===== src/rtl/hazard_scoreboard.sv =====
// Tuse/Tnew hazard scoreboard for the pipelined MIPS core.
// Tracks in-flight register writes per post-decode stage, derives the decode
// stall and per-source forward selects, and owns the mult/div busy counter.
module hazard_scoreboard #(
  parameter int unsigned REG_AW = 5,
  parameter int unsigned DEPTH  = 3,
  parameter int unsigned TW     = 2,
  parameter int unsigned MD_LAT = 5,
  parameter int unsigned SELW   = 2   // 2**SELW must exceed DEPTH
) (
  input  logic              clk,
  input  logic              reset_n,
  input  logic              d_valid,
  input  logic [REG_AW-1:0] d_rs,
  input  logic [REG_AW-1:0] d_rt,
  input  logic [TW-1:0]     d_tuse_rs,
  input  logic [TW-1:0]     d_tuse_rt,
  input  logic [REG_AW-1:0] d_dst,
  input  logic [TW-1:0]     d_tnew,
  input  logic              d_md_use,
  input  logic              d_md_start,
  input  logic              flush,
  output logic              stall,
  output logic [SELW-1:0]   fwd_rs,
  output logic [SELW-1:0]   fwd_rt,
  output logic              md_busy
);

  localparam int unsigned CW = $clog2(MD_LAT + 1);

  // Entry 0 is the E stage; higher indices are older stages.
  logic [DEPTH-1:0]             r_valid;
  logic [DEPTH-1:0][REG_AW-1:0] r_dst;
  logic [DEPTH-1:0][TW-1:0]     r_tnew;
  logic [CW-1:0]                r_md_cnt;

  logic            w_rs_hit, w_rt_hit;
  logic [TW-1:0]   w_rs_tnew, w_rt_tnew;
  logic [SELW-1:0] w_rs_sel, w_rt_sel;
  logic            w_rs_haz, w_rt_haz, w_md_haz;
  logic            w_issue;

  // Find the youngest matching entry for rs; scanning old-to-young lets the
  // last (youngest) match overwrite any older one.
  always_comb begin
    w_rs_hit  = 1'b0;
    w_rs_tnew = '0;
    w_rs_sel  = '0;
    for (int k = int'(DEPTH) - 1; k >= 0; k--) begin
      if (r_valid[k] && (r_dst[k] == d_rs) && (d_rs != '0)) begin
        w_rs_hit  = 1'b1;
        w_rs_tnew = r_tnew[k];
        w_rs_sel  = SELW'(k + 1);
      end
    end
  end

  // Same youngest-match search for rt.
  always_comb begin
    w_rt_hit  = 1'b0;
    w_rt_tnew = '0;
    w_rt_sel  = '0;
    for (int k = int'(DEPTH) - 1; k >= 0; k--) begin
      if (r_valid[k] && (r_dst[k] == d_rt) && (d_rt != '0)) begin
        w_rt_hit  = 1'b1;
        w_rt_tnew = r_tnew[k];
        w_rt_sel  = SELW'(k + 1);
      end
    end
  end

  // Hazard decisions and outputs, all combinational in the decode cycle.
  always_comb begin
    w_rs_haz = w_rs_hit && (w_rs_tnew > d_tuse_rs);
    w_rt_haz = w_rt_hit && (w_rt_tnew > d_tuse_rt);
    md_busy  = (r_md_cnt != '0);
    w_md_haz = d_md_use && md_busy;
    stall    = d_valid && (w_rs_haz || w_rt_haz || w_md_haz);
    // Forward only once the producer has its result (tnew == 0).
    fwd_rs   = (w_rs_hit && (w_rs_tnew == '0)) ? w_rs_sel : '0;
    fwd_rt   = (w_rt_hit && (w_rt_tnew == '0)) ? w_rt_sel : '0;
    w_issue  = d_valid && !stall && (d_dst != '0);
  end

  // Entry shift register: new issue (or bubble) enters at E, older entries
  // age by one stage with tnew counting down to zero; the oldest drops off.
  always_ff @(posedge clk or negedge reset_n) begin
    if (!reset_n) begin
      r_valid <= '0;
      r_dst   <= '0;
      r_tnew  <= '0;
    end else if (flush) begin
      r_valid <= '0;
      r_dst   <= '0;
      r_tnew  <= '0;
    end else begin
      r_valid[0] <= w_issue;
      r_dst[0]   <= w_issue ? d_dst  : '0;
      r_tnew[0]  <= w_issue ? d_tnew : '0;
      for (int k = 1; k < int'(DEPTH); k++) begin
        r_valid[k] <= r_valid[k-1];
        r_dst[k]   <= r_dst[k-1];
        r_tnew[k]  <= (r_tnew[k-1] == '0) ? '0 : r_tnew[k-1] - TW'(1);
      end
    end
  end

  // Mult/div busy counter: loads on an accepted start, then counts down.
  always_ff @(posedge clk or negedge reset_n) begin
    if (!reset_n) begin
      r_md_cnt <= '0;
    end else if (flush) begin
      r_md_cnt <= '0;
    end else if (d_valid && d_md_start && !stall) begin
      r_md_cnt <= CW'(MD_LAT);
    end else if (r_md_cnt != '0) begin
      r_md_cnt <= r_md_cnt - CW'(1);
    end
  end

endmodule


===== config.mk =====
export PLATFORM = sky130hd
export DESIGN_NAME = hazard_scoreboard
export DESIGN_NICKNAME = d
export VERILOG_FILES = /design/src/rtl/hazard_scoreboard.sv
export SDC_FILE = /design/constraint.sdc
export NUM_CORES = 1
export LEC_CHECK = 0
export BUFFER_PORTS_ARGS = -buffer_cell sky130_fd_sc_hd__buf_2
export CAP_MARGIN = 20
export CORE_ASPECT_RATIO = 0.8
export CORE_UTILIZATION = 40
export DETAILED_ROUTE_END_ITERATION = 12
export PLACE_DENSITY_LB_ADDON = 0.1
export SYNTH_ARGS = -nofsm -noshare
export SYNTH_HDL_FRONTEND = slang
export SYNTH_SLANG_ARGS = --single-unit

===== constraint.sdc =====
create_clock -name clk -period 3.2 [get_ports clk]
set_clock_uncertainty 0.15 [all_clocks]
set_input_delay 0.48 -clock clk [delete_from_list [all_inputs] [get_ports clk]]
set_output_delay 0.48 -clock clk [all_outputs]
set_load 0.03 [all_outputs]

Word level (Yosys, flattened, before mapping):

Index checks and enable logic that the tools add are counted.

* register bits: 27
* input bits: 27
* output and inout bits: 6
* word-level logic and storage cells: 83

* add/subtract/negate cells: 3
* order comparisons: 2
* equality and inequality tests: 6
* multiplexer cells: 30
* reduce and logical (&&, ||, !) cells: 34

Operator list (number)
* two-way mux 2 bit: 17
* equality test 5 bit: 6
* logical AND 1 bit: 22
* two-way mux 15 bit: 1
* nonzero test 5 bit: 3
* two-way mux 3 bit: 4
* zero test 2 bit: 4
* two-way mux 1 bit: 6
* two-way mux 6 bit: 1
* nonzero test 3 bit: 2
* two-way mux 5 bit: 1
* > comparator 2 bit: 2
* subtractor 2 x 1 -> 2 bit, second input constant: 2
* subtractor 3 x 1 -> 3 bit, second input constant: 1
* logical OR 1 bit: 2
* zero test 1 bit: 1

Longest topological paths before layout:

Gate-level depths: netlist of run 1.

* word-level depth: 16
* mapped depth: 13
* gate-level depth less buffers: 13

Worst setup path before layout of run 1:

OpenSTA, ideal clock, no wires.

* kind: input -> output
* from: in d_rt[1]
* to: out stall
* arrival time: 2846 ps
* data required time: 2570 ps
* slack: -276 ps
* cell stages on the path: 12
* buffers on the path: 0
* path through: or4_1 > nor2_2 > nor4_1 > nor2b_1 > a221oi_1 > a21oi_1 > ha_1 > a21oi_1 > a21oi_1 > o31ai_4 > nand3_1 > and2_1

* cells in the longest elaborated chain, start to end: 11
* elaborated cells on any way between the ends: 21
* classes of those cells: order compare: 1; eq/ne: 3; mux: 6; reduce/logical: 11

RTL lines
* start: declaration: line 15 `input logic [REG_AW-1:0] d_rt,`
* equality test 5 bit: line 64 `if (r_valid[k] && (r_dst[k] == d_rt) && (d_rt != '0)) begin`
* logical AND 1 bit (2 in series): line 64
* two-way mux 2 bit (3 in series): line 64
* > comparator 2 bit: line 75 `w_rt_haz = w_rt_hit && (w_rt_tnew > d_tuse_rt);`
* logical AND 1 bit *: line 75
* logical OR 1 bit * (2 in series): line 78 `stall = d_valid && (w_rs_haz || w_rt_haz || w_md_haz);`
* logical AND 1 bit *: line 78
* end: declaration: line 23 `output logic stall,`

Every way passes the cells marked *; elsewhere a longest branch is shown, timed or not.

Final worst setup path of run 1:

* from: in d_rt[2]
* to: out stall

Same word-level chain as after synthesis.

==> metrics.log, run 1 <==
[metrics] run status: finished with violations
[metrics] violated checks: negative setup slack
[metrics] Die Span X: 74.52 µm
[metrics] Setup crit start kind: primary input
[metrics] most frequent standard cell in the layout excluding fill and tap cells: buf_4
[metrics] source of the worst register-to-register timing path: r_dst[6]
[metrics] Top-Level Pins: 33
[metrics] Post-Synth Simple-Gate Area: 24.91%
[metrics] TritonCTS buffer count: 3
[metrics] number of endpoints with negative hold slack in the final report: 0
[metrics] synth unique cells: 36
[metrics] sink count of the clock tree: 27
[metrics] iteration-0 DRC count of the detailed router: 61
[metrics] period utilisation layout: 109.0%
[metrics] number of nets in the layout: 271
[metrics] cell leakage power: 1.090 nW
[metrics] Slew Limit Fails: 0
[metrics] vias in the first global route: 1467
[metrics] type of the most critical hold path: primary input to async pin
[metrics] post-DP HPWL: 3100 µm
[metrics] dominant combinational cell family by area after synthesis: simple AND/OR/NAND/NOR gates
[metrics] xor/xnor share of the synthesized area: 16.13%
[metrics] routed length per instance: 13.44 µm
[metrics] first-pass GRT wire length: 6775 µm
[metrics] count of TritonRoute iterations in the first routing pass: 4
[metrics] initial cell density of the core: 43.11%
[metrics] clock root cell: clkbuf_8
[metrics] Worst Path Arrival: 2.86 ns
[metrics] post-detailed-routing wire length: 3925 µm
[metrics] Worst Path Required: 2.57 ns
[metrics] Power, Total: 0.9183 mW
[metrics] total grt overflow: 0
[metrics] Place WS: -0.3387 ns
[metrics] sequential element share of the synthesized area: 40.15%
[metrics] TritonCTS clock tree: yes
[metrics] final design area excluding fillers: 0.002320 mm²
[metrics] logic depth of the worst register-to-register path: 13
[metrics] number of warning messages in the yosys log: 0
[metrics] floorplan die height: 60.02 µm
[metrics] Final WS setup: -0.2892 ns
[metrics] clock edge transition at the registers on the reported setup and hold paths: 0.10 ns
[metrics] endpoint of the worst-slack reg-to-reg timing path: r_md_cnt[1]
[metrics] fin crit period: 3.489 ns
[metrics] CTS Hold Buffers Added: 0
[metrics] post-detailed-route count of antenna-violating nets: 0
[metrics] number of placed cells counting well taps: 284
[metrics] nature of the critical path endpoint: primary output
[metrics] post-synth design cell area: 0.001683 mm²
[metrics] mux share of post-synthesis cell area: 0.5948%
[metrics] total routing resource utilization after global routing: 20.63%
[metrics] vias per inst: 4.949
[metrics] latest clock arrival within the worst-skew pair: 0.28 ns
[metrics] non-filler cells in the finished layout: 292
[metrics] Core Region: 0.003904 mm²
[metrics] Die Footprint: 0.004472 mm²
[metrics] placed cell area: 0.002190 mm²
[metrics] post-synthesis adder-cell area fraction: 4.461%
[metrics] Worst Setup EP: stall
[metrics] area overhead of the layout relative to synthesis: 37.84%
[metrics] syn nets: 201
[metrics] Critical Path Fanout Max: 3
[metrics] worst setup path category: primary input to primary output
[metrics] routability congestion estimate from global placement: 0.8467
[metrics] synthesized area per cell: 10.02 µm²
[metrics] actual slew at the worst max-slew pin: 0.5866 ns
[metrics] count of unresolved DRC violations after routing: 0
[metrics] flop and latch count out of synthesis: 27
[metrics] count of H-tree levels built during CTS: 1
[metrics] setup slack of the most critical reg-to-reg path: 0.22 ns
[metrics] power density normalized to cell area: 395.9 mW/mm²
[metrics] number of antenna violations at the first check in global routing: 0
[metrics] leading cell types in the layout, fill and taps excluded: 35 x buf_4, 30 x buf_2, 27 x dfrtp_1
[metrics] Achievable Freq: 0.2866 GHz
[metrics] Max VDD drop: 0.2955 mV
[metrics] compound-cell area share of the yosys netlist: 9.963%
[metrics] headroom to the max-slew limit: 60.89%
[metrics] number of failing setup endpoints in the final timing report: 1
[metrics] number of port buffers: 32
[metrics] largest net degree at the start of global routing: 28
[metrics] total number of placement rows: 20
[metrics] total number of vias: 1445
[metrics] count of max-cap constraint violations: 0
[metrics] setup repair after global routing missed its margin: true
[metrics] Syn Inst Count: 168
[metrics] largest buffer count on any clock path: 2
[metrics] count of inserted antenna diode cells: 0
[metrics] beginning of the critical path: d_rt[2]
[metrics] fraction of final layout cells with drive strength greater than 1: 39.66%
[metrics] Fillers: 327
==> critical path, stage by stage <==
cell and delay (ns):
buf_2 0.13, or4_4 0.53, nor2_4 0.17, nor4_4 0.07, buf_4 0.16, a221oi_2 0.26
a21oi_1 0.07, ha_1 0.35, a21oi_2 0.14, a21oi_2 0.05, o31ai_4 0.06, nand3_2 0.10
and2_4 0.15, buf_6 0.13
==> worst min-delay path by stage <==
stage | slack (ns) | to | cells past startpoint | start
2_1_floorplan | 0.03 | r_dst[0] | 0 | reset_n
3_3_place_gp | 0.32 | r_tnew[2] | 1 | r_tnew[0]
3_5_place_dp | 0.33 | r_tnew[2] | 1 | r_tnew[0]
4_1_cts | 0.06 | r_dst[14] | 1 | reset_n
5_1_grt | 0.08 | r_dst[3] | 1 | reset_n
6_report | 0.04 | r_dst[13] | 1 | reset_n
==> sequential cells by signal, indices dropped and copies added (netlist names) <==
name and cells:
r_tnew 6, r_valid 3, r_md_cnt 3, r_dst 15
==> repair_timing <==
| item | CTS | global route |
|---|---|---|
| setup buffers | 1 | 3 |
| gates resized for setup | 9 | 1 |
| gates cloned | 0 | 0 |
| setup endpoints to repair | 1 | 1 |
| pin swaps | 5 | 2 |
==> metrics by stage <==
| step | hold slack [ns] | TNS, ns | utilization [%] |
|---|---|---|---|
| after floorplan | 0.03441 | -0.07555 | - |
| after global placement | 0.3244 | -0.3171 | 56.09 |
| after detailed placement | 0.3279 | -0.6685 | 56.09 |
| after CTS | 0.06125 | -0.2237 | 58.75 |
| after global routing | 0.08261 | -0.4643 | 59.42 |
| final | 0.04011 | -0.2892 | 59.42 |
==> cell families after synthesis <==
family | Yosys count
simple gates | 64
xor+xnor | 31
flops | 27
compound gates | 22
buf+inv | 17
fa+ha+maj | 6
mux | 1
==> report_power, final <==
part           internal, mW  leakage [nW]  switching, mW
clock network        0.0915        0.0261          0.114
registers             0.373         0.369         0.0272
logic                 0.147         0.695          0.166
==> area by class of cell <==
cell class	count	area [µm²]	share of cell area [%]
inverters	15	56.30	2.427
multi-input cells	124	1033	44.55
repair buffers	67	435.4	18.77
well taps	55	68.82	2.967
clock inverters	1	8.758	0.3776
flip-flops and latches	27	675.6	29.13
clock buffers	3	41.29	1.780
==> routing by layer <==
layer	routed length [µm]	vias to the layer above	GRT usage (%)	part of all wire [%]
met5	0	-	0	0
met4	39	0	5.930	0.99
met3	195	6	4.384	5.0
met2	1765	32	33.59	45
met1	1924	690	27.70	49
li1	-	717	-	-
==> cells in the mapped netlist <==
cell type / number / area [µm²]
nand3b_1: 1 / 7.510
o31ai_4: 2 / 42.54
and3b_1: 2 / 17.52
nor3b_2: 2 / 25.02
nand3_1: 3 / 15.01
a221oi_1: 2 / 17.52
o21ai_0: 1 / 5.000
o22ai_1: 2 / 12.51
nand2b_1: 1 / 6.260
nor3b_1: 2 / 15.01
nor3_1: 7 / 35.03
nand4_4: 1 / 21.27
a21o_1: 1 / 7.510
or3_1: 1 / 6.260
mux2i_1: 1 / 10.01
or4_1: 2 / 15.01
ha_1: 6 / 75.07
nand2_1: 5 / 18.77
xor2_1: 10 / 87.58
and2_1: 1 / 6.260
nand4_1: 6 / 37.54
buf_1: 1 / 3.750
xnor2_1: 21 / 183.9
nor2b_1: 14 / 87.58
a21oi_1: 10 / 50.05
o21a_1: 1 / 7.510
a211oi_1: 1 / 7.510
clkbuf_1: 1 / 3.750
nor4_1: 2 / 12.51
inv_1: 15 / 56.30
a22oi_1: 1 / 7.510
dfrtp_1: 27 / 675.7
nor2_2: 2 / 12.51
nor2_1: 8 / 30.03
a41o_1: 1 / 10.01
nor4_2: 4 / 50.05
Power figures use the tool's default switching activity.
==> run 2, diff against run 1 <==
- REMOVE_ABC_BUFFERS: default -> 1
==> run 2 against run 1 <==
Against the previous run: the run still ends with negative setup slack left; clock-buffer cell count increased by 1; global-route usage decreased by 1.9 points; critical path depth increased by 1; register-to-register slack got worse by 0.04 ns; total power decreased by 4.0%; hold slack improved by 0.0098 ns; non-clock buffer count decreased by 6; final cell count decreased by 2.1%; largest power group unchanged.
==> metrics.log, run 2 (synthesis gave the netlist of run 1 again) <==
[metrics] Fillers: 359
[metrics] number of port buffers: 32
[metrics] vias per inst: 4.920
[metrics] nature of the critical path endpoint: primary output
[metrics] sink count of the clock tree: 27
[metrics] clock root cell: clkbuf_8
[metrics] Slew Limit Fails: 0
[metrics] count of H-tree levels built during CTS: 1
[metrics] fraction of final layout cells with drive strength greater than 1: 37.66%
[metrics] count of inserted antenna diode cells: 0
[metrics] total number of vias: 1407
[metrics] Die Span X: 74.52 µm
[metrics] routability congestion estimate from global placement: 0.8740
[metrics] count of unresolved DRC violations after routing: 0
[metrics] run status: finished with violations
[metrics] number of failing setup endpoints in the final timing report: 1
[metrics] Worst Path Arrival: 2.90 ns
[metrics] CTS Hold Buffers Added: 0
[metrics] number of endpoints with negative hold slack in the final report: 0
[metrics] latest clock arrival within the worst-skew pair: 0.26 ns
[metrics] floorplan die height: 60.02 µm
[metrics] fin crit period: 3.529 ns
[metrics] Largest Register: r_dst
[metrics] clock edge transition at the registers on the reported setup and hold paths: 0.09 ns
[metrics] power density normalized to cell area: 389.7 mW/mm²
[metrics] Core Region: 0.003904 mm²
[metrics] setup repair after global routing missed its margin: true
[metrics] leading cell types in the layout, fill and taps excluded: 31 x buf_2, 28 x buf_4, 27 x dfrtp_1
[metrics] worst setup path category: primary input to primary output
[metrics] Critical Path Fanout Max: 3
[metrics] initial cell density of the core: 43.11%
[metrics] Top-Level Pins: 33
[metrics] largest buffer count on any clock path: 2
[metrics] post-detailed-route count of antenna-violating nets: 0
[metrics] count of max-cap constraint violations: 0
[metrics] number of antenna violations at the first check in global routing: 0
[metrics] final design area excluding fillers: 0.002263 mm²
[metrics] TritonCTS clock tree: yes
[metrics] count of TritonRoute iterations in the first routing pass: 4
[metrics] headroom to the max-slew limit: 61.86%
[metrics] total routing resource utilization after global routing: 18.75%
[metrics] Setup crit start kind: primary input
[metrics] total number of placement rows: 20
[metrics] post-detailed-routing wire length: 3785 µm
[metrics] Worst Path Required: 2.57 ns
[metrics] placed cell area: 0.002092 mm²
[metrics] type of the most critical hold path: primary input to async pin
[metrics] post-DP HPWL: 3031 µm
[metrics] total grt overflow: 0
[metrics] first-pass GRT wire length: 6223 µm
[metrics] cell leakage power: 1.059 nW
[metrics] most frequent standard cell in the layout excluding fill and tap cells: buf_2
[metrics] Max VDD drop: 0.2583 mV
[metrics] TritonCTS buffer count: 3
[metrics] violated checks: negative setup slack
[metrics] Die Footprint: 0.004472 mm²
[metrics] number of placed cells counting well taps: 278
[metrics] vias in the first global route: 1390
[metrics] Final WS setup: -0.3289 ns
[metrics] registers with the most flip-flops: r_dst x15, r_tnew x6
[metrics] largest net degree at the start of global routing: 28
[metrics] routed length per instance: 13.23 µm
[metrics] Finished Core Util: 57.98%
[metrics] flip-flop count of the largest register after layout: 15
[metrics] number of nets in the layout: 265
[metrics] area overhead of the layout relative to synthesis: 34.50%
[metrics] actual slew at the worst max-slew pin: 0.5721 ns
[metrics] non-filler cells in the finished layout: 286
[metrics] iteration-0 DRC count of the detailed router: 61
[metrics] Achievable Freq: 0.2834 GHz
[metrics] period utilisation layout: 110.3%
==> run 2: where the power goes <==
| part | switching, mW | leakage [nW] | internal (mW) |
|---|---|---|---|
| Combinational | 0.158 | 0.667 | 0.135 |
| Sequential | 0.0286 | 0.369 | 0.373 |
| Clock | 0.0988 | 0.0228 | 0.0890 |
==> run 2: per-layer routing <==
layer / part of all wire (%) / global-route usage (%)
met1: 46 / 25.75
met5: 0 / 0
met3: 4.7 / 2.024
met4: 0.50 / 4.852
met2: 49 / 31.66
==> run 2: timing repair <==
action                                  4_1_cts  5_1_grt
gates resized for setup                       8       11
hold endpoints to repair                      0        0
buffers inserted                              0        4
endpoints found under the setup margin        1        1
pin swaps                                     0       13
==> run 2: worst paths after layout <==
check | startpoint | end | slack, ns | cells after the start
max | d_rt[1] | stall | -0.33 | 15
min | reset_n | r_dst[4] | 0.05 | 1
max reg2reg | r_dst[7] | r_md_cnt[1] | 0.18 | 14
min reg2reg | r_tnew[0] | r_tnew[2] | 0.37 | 1
max in group asynchronous | reset_n | r_tnew[2] | 2.48 | 1
min in group clk | d_tnew[1] | r_tnew[1] | 0.27 | 3
==> run 2: layout make-up <==
| type | instances | area [µm²] | area share [%] |
|---|---|---|---|
| inverters | 15 | 56.30 | 2.488 |
| flip-flops and latches | 27 | 675.6 | 29.85 |
| repair buffers | 61 | 387.9 | 17.14 |
| clock buffers | 4 | 45.04 | 1.990 |
| multi-input cells | 124 | 1030 | 45.49 |
| well taps | 55 | 68.82 | 3.040 |
==> run 2: through the flow <==
stage                     total power, mW  hold slack (ns)  setup slack, ns  setup TNS (ns)
final                              0.8820          0.04988          -0.3289         -0.3289
after global routing               0.9297           0.1001          -0.4284         -0.4802
after CTS                          0.8760          0.07524          -0.2827         -0.2827
after detailed placement           0.6837           0.3502          -0.4134         -0.7725
after global placement             0.6741           0.3430          -0.3214         -0.3214
after floorplan                    0.5846          0.03441          -0.2756         -0.2896
==> run 2: worst max-delay path, cell delays in order <==
cell and delay, ns:
buf_2 0.10, or4_4 0.54, nor2_4 0.15, buf_6 0.11
nor4_4 0.04, buf_4 0.15, a221oi_2 0.24, a21oi_1 0.08
ha_1 0.34, a21oi_2 0.16, a21oi_2 0.06, o31ai_4 0.06
nand3_2 0.11, and2_4 0.15, buf_6 0.13
==> run 3, diff against run 2 <==
- CORE_UTILIZATION: 40 -> 30
==> run 3 against run 2 <==
Against the previous run: the run still ends with negative setup slack left; fmax is essentially flat; first-iteration DRC count grew 61%; utilization shrank 14 points; wire length grew 10%; worst setup slack lost 0.0021 ns; die area grew 32%; sequential share of layout area shrank 0.21 points.
==> metrics.log, run 3 (synthesis gave the netlist of run 1 again) <==
[metrics] run status: finished with violations
[metrics] violated checks: negative setup slack
[metrics] post-DP HPWL: 3174 µm
[metrics] Final WS setup: -0.3310 ns
[metrics] Largest Register: r_dst
[metrics] setup repair after global routing missed its margin: true
[metrics] number of antenna violations at the first check in global routing: 0
[metrics] total routing resource utilization after global routing: 15.14%
[metrics] largest buffer count on any clock path: 2
[metrics] Worst Path Required: 2.57 ns
[metrics] non-filler cells in the finished layout: 307
[metrics] Die Span X: 85.74 µm
[metrics] final design area excluding fillers: 0.002280 mm²
[metrics] count of max-cap constraint violations: 0
[metrics] number of endpoints with negative hold slack in the final report: 0
[metrics] flip-flop count of the largest register after layout: 15
[metrics] beginning of the critical path: d_rt[3]
[metrics] count of inserted antenna diode cells: 0
[metrics] routed length per instance: 13.59 µm
[metrics] fin crit period: 3.531 ns
[metrics] total number of placement rows: 23
[metrics] number of placed cells counting well taps: 298
[metrics] leading cell types in the layout, fill and taps excluded: 30 x buf_2, 29 x buf_4, 27 x dfrtp_1
[metrics] Max VDD drop: 0.2163 mV
[metrics] largest net degree at the start of global routing: 28
[metrics] initial cell density of the core: 32.31%
[metrics] Setup crit start kind: primary input
[metrics] count of TritonRoute iterations in the first routing pass: 4
[metrics] endpoint of the worst-slack reg-to-reg timing path: r_md_cnt[1]
[metrics] routability congestion estimate from global placement: 0.8613
[metrics] clock edge transition at the registers on the reported setup and hold paths: 0.10 ns
[metrics] floorplan die height: 68.99 µm
[metrics] Achievable Freq: 0.2832 GHz
[metrics] vias per inst: 4.590
[metrics] Top-Level Pins: 33
[metrics] total number of vias: 1409
[metrics] type of the most critical hold path: primary input to async pin
[metrics] first-pass GRT wire length: 6817 µm
[metrics] number of port buffers: 32
[metrics] nature of the critical path endpoint: primary output
[metrics] cell leakage power: 1.062 nW
[metrics] Worst Path Arrival: 2.90 ns
[metrics] TritonCTS buffer count: 3
[metrics] actual slew at the worst max-slew pin: 0.6101 ns
[metrics] Die Footprint: 0.005915 mm²
[metrics] iteration-0 DRC count of the detailed router: 98
[metrics] TritonCTS clock tree: yes
[metrics] count of H-tree levels built during CTS: 1
[metrics] setup slack of the most critical reg-to-reg path: 0.28 ns
[metrics] most frequent standard cell in the layout excluding fill and tap cells: buf_2
[metrics] worst setup path category: primary input to primary output
[metrics] registers with the most flip-flops: r_dst x15, r_tnew x6
[metrics] post-detailed-routing wire length: 4171 µm
[metrics] Critical Path Fanout Max: 3
[metrics] power density normalized to cell area: 395.9 mW/mm²
[metrics] Slew Limit Fails: 0
[metrics] sink count of the clock tree: 27
[metrics] vias in the first global route: 1436
[metrics] Worst Setup EP: stall
[metrics] total grt overflow: 0
[metrics] fraction of final layout cells with drive strength greater than 1: 37.93%
[metrics] placed cell area: 0.002117 mm²
[metrics] clock root cell: clkbuf_8
[metrics] area overhead of the layout relative to synthesis: 35.46%
[metrics] period utilisation layout: 110.3%
[metrics] post-detailed-route count of antenna-violating nets: 0
[metrics] source of the worst register-to-register timing path: r_dst[6]
[metrics] number of failing setup endpoints in the final timing report: 1
[metrics] count of unresolved DRC violations after routing: 0
[metrics] Core Region: 0.005209 mm²
[metrics] logic depth of the worst register-to-register path: 13
[metrics] headroom to the max-slew limit: 59.32%
[metrics] number of nets in the layout: 266
[metrics] latest clock arrival within the worst-skew pair: 0.27 ns
==> run 3: changes by cell type in the layout (fill, tap and decap cells not counted), sizes merged <==
cell / change
buf: +1
clkbuf: -1
clkinv: +1
==> run 3: metal layers <==
metal | part of all wire, % | vias up | GRT usage, %
li1 | - | 705 | -
met1 | 50 | 665 | 20.70
met2 | 45 | 35 | 25.10
met3 | 4.3 | 4 | 2.143
met4 | 0.98 | 0 | 4.792
met5 | 0 | - | 0
==> run 3: area by class of cell <==
cell class	instances	area, µm²
flip-flops and latches	27	675.6
fillers	505	2929
inverters	15	56.30
repair buffers	62	401.6
multi-input cells	124	1006
clock inverters	1	5.005
well taps	75	93.84
clock buffers	3	41.29
==> run 3: report_power, final <==
group	total, mW	switching [mW]	internal, mW
combinational	0.300	0.162	0.137
sequential	0.400	0.0276	0.373
clock	0.203	0.115	0.0875
==> run 3: how the worst min path moves through the flow <==
stage / from / endpoint
after CTS: reset_n / r_dst[8]
after global placement: r_tnew[0] / r_tnew[2]
final: reset_n / r_dst[6]
after detailed placement: r_tnew[0] / r_tnew[2]
after floorplan: reset_n / r_dst[0]
after global routing: reset_n / r_dst[4]
==> run 3: per-stage QoR <==
step	setup TNS, ns	hold slack, ns	power (mW)	setup slack (ns)	util (%)
3_3_place_gp	-0.3268	0.3411	0.6754	-0.3268	40.64
6_report	-0.3310	0.05033	0.9026	-0.3310	43.77
2_1_floorplan	-0.2896	0.03441	0.5846	-0.2756	-
4_1_cts	-0.2323	0.07354	0.8988	-0.2323	42.52
5_1_grt	-0.4928	0.09460	0.9623	-0.4743	43.77
3_5_place_dp	-0.4399	0.3484	0.6808	-0.3890	40.64
==> run 3: repair_timing <==
action,in CTS,in global routing
hold buffers,0,0
gates resized for setup,10,7
endpoints found under the setup margin,1,2
setup buffers,1,4
pin swaps,2,10
==> run 3: critical path, cell delays in order <==
cell	delay, ns
buf_6	0.09
or4_4	0.54
nor2_4	0.17
buf_6	0.13
nor4_4	0.04
buf_4	0.15
a221oi_2	0.23
a21oi_1	0.07
ha_1	0.32
a21oi_2	0.17
a21oi_2	0.06
o31ai_4	0.07
nand3_2	0.11
and2_4	0.15
buf_6	0.13
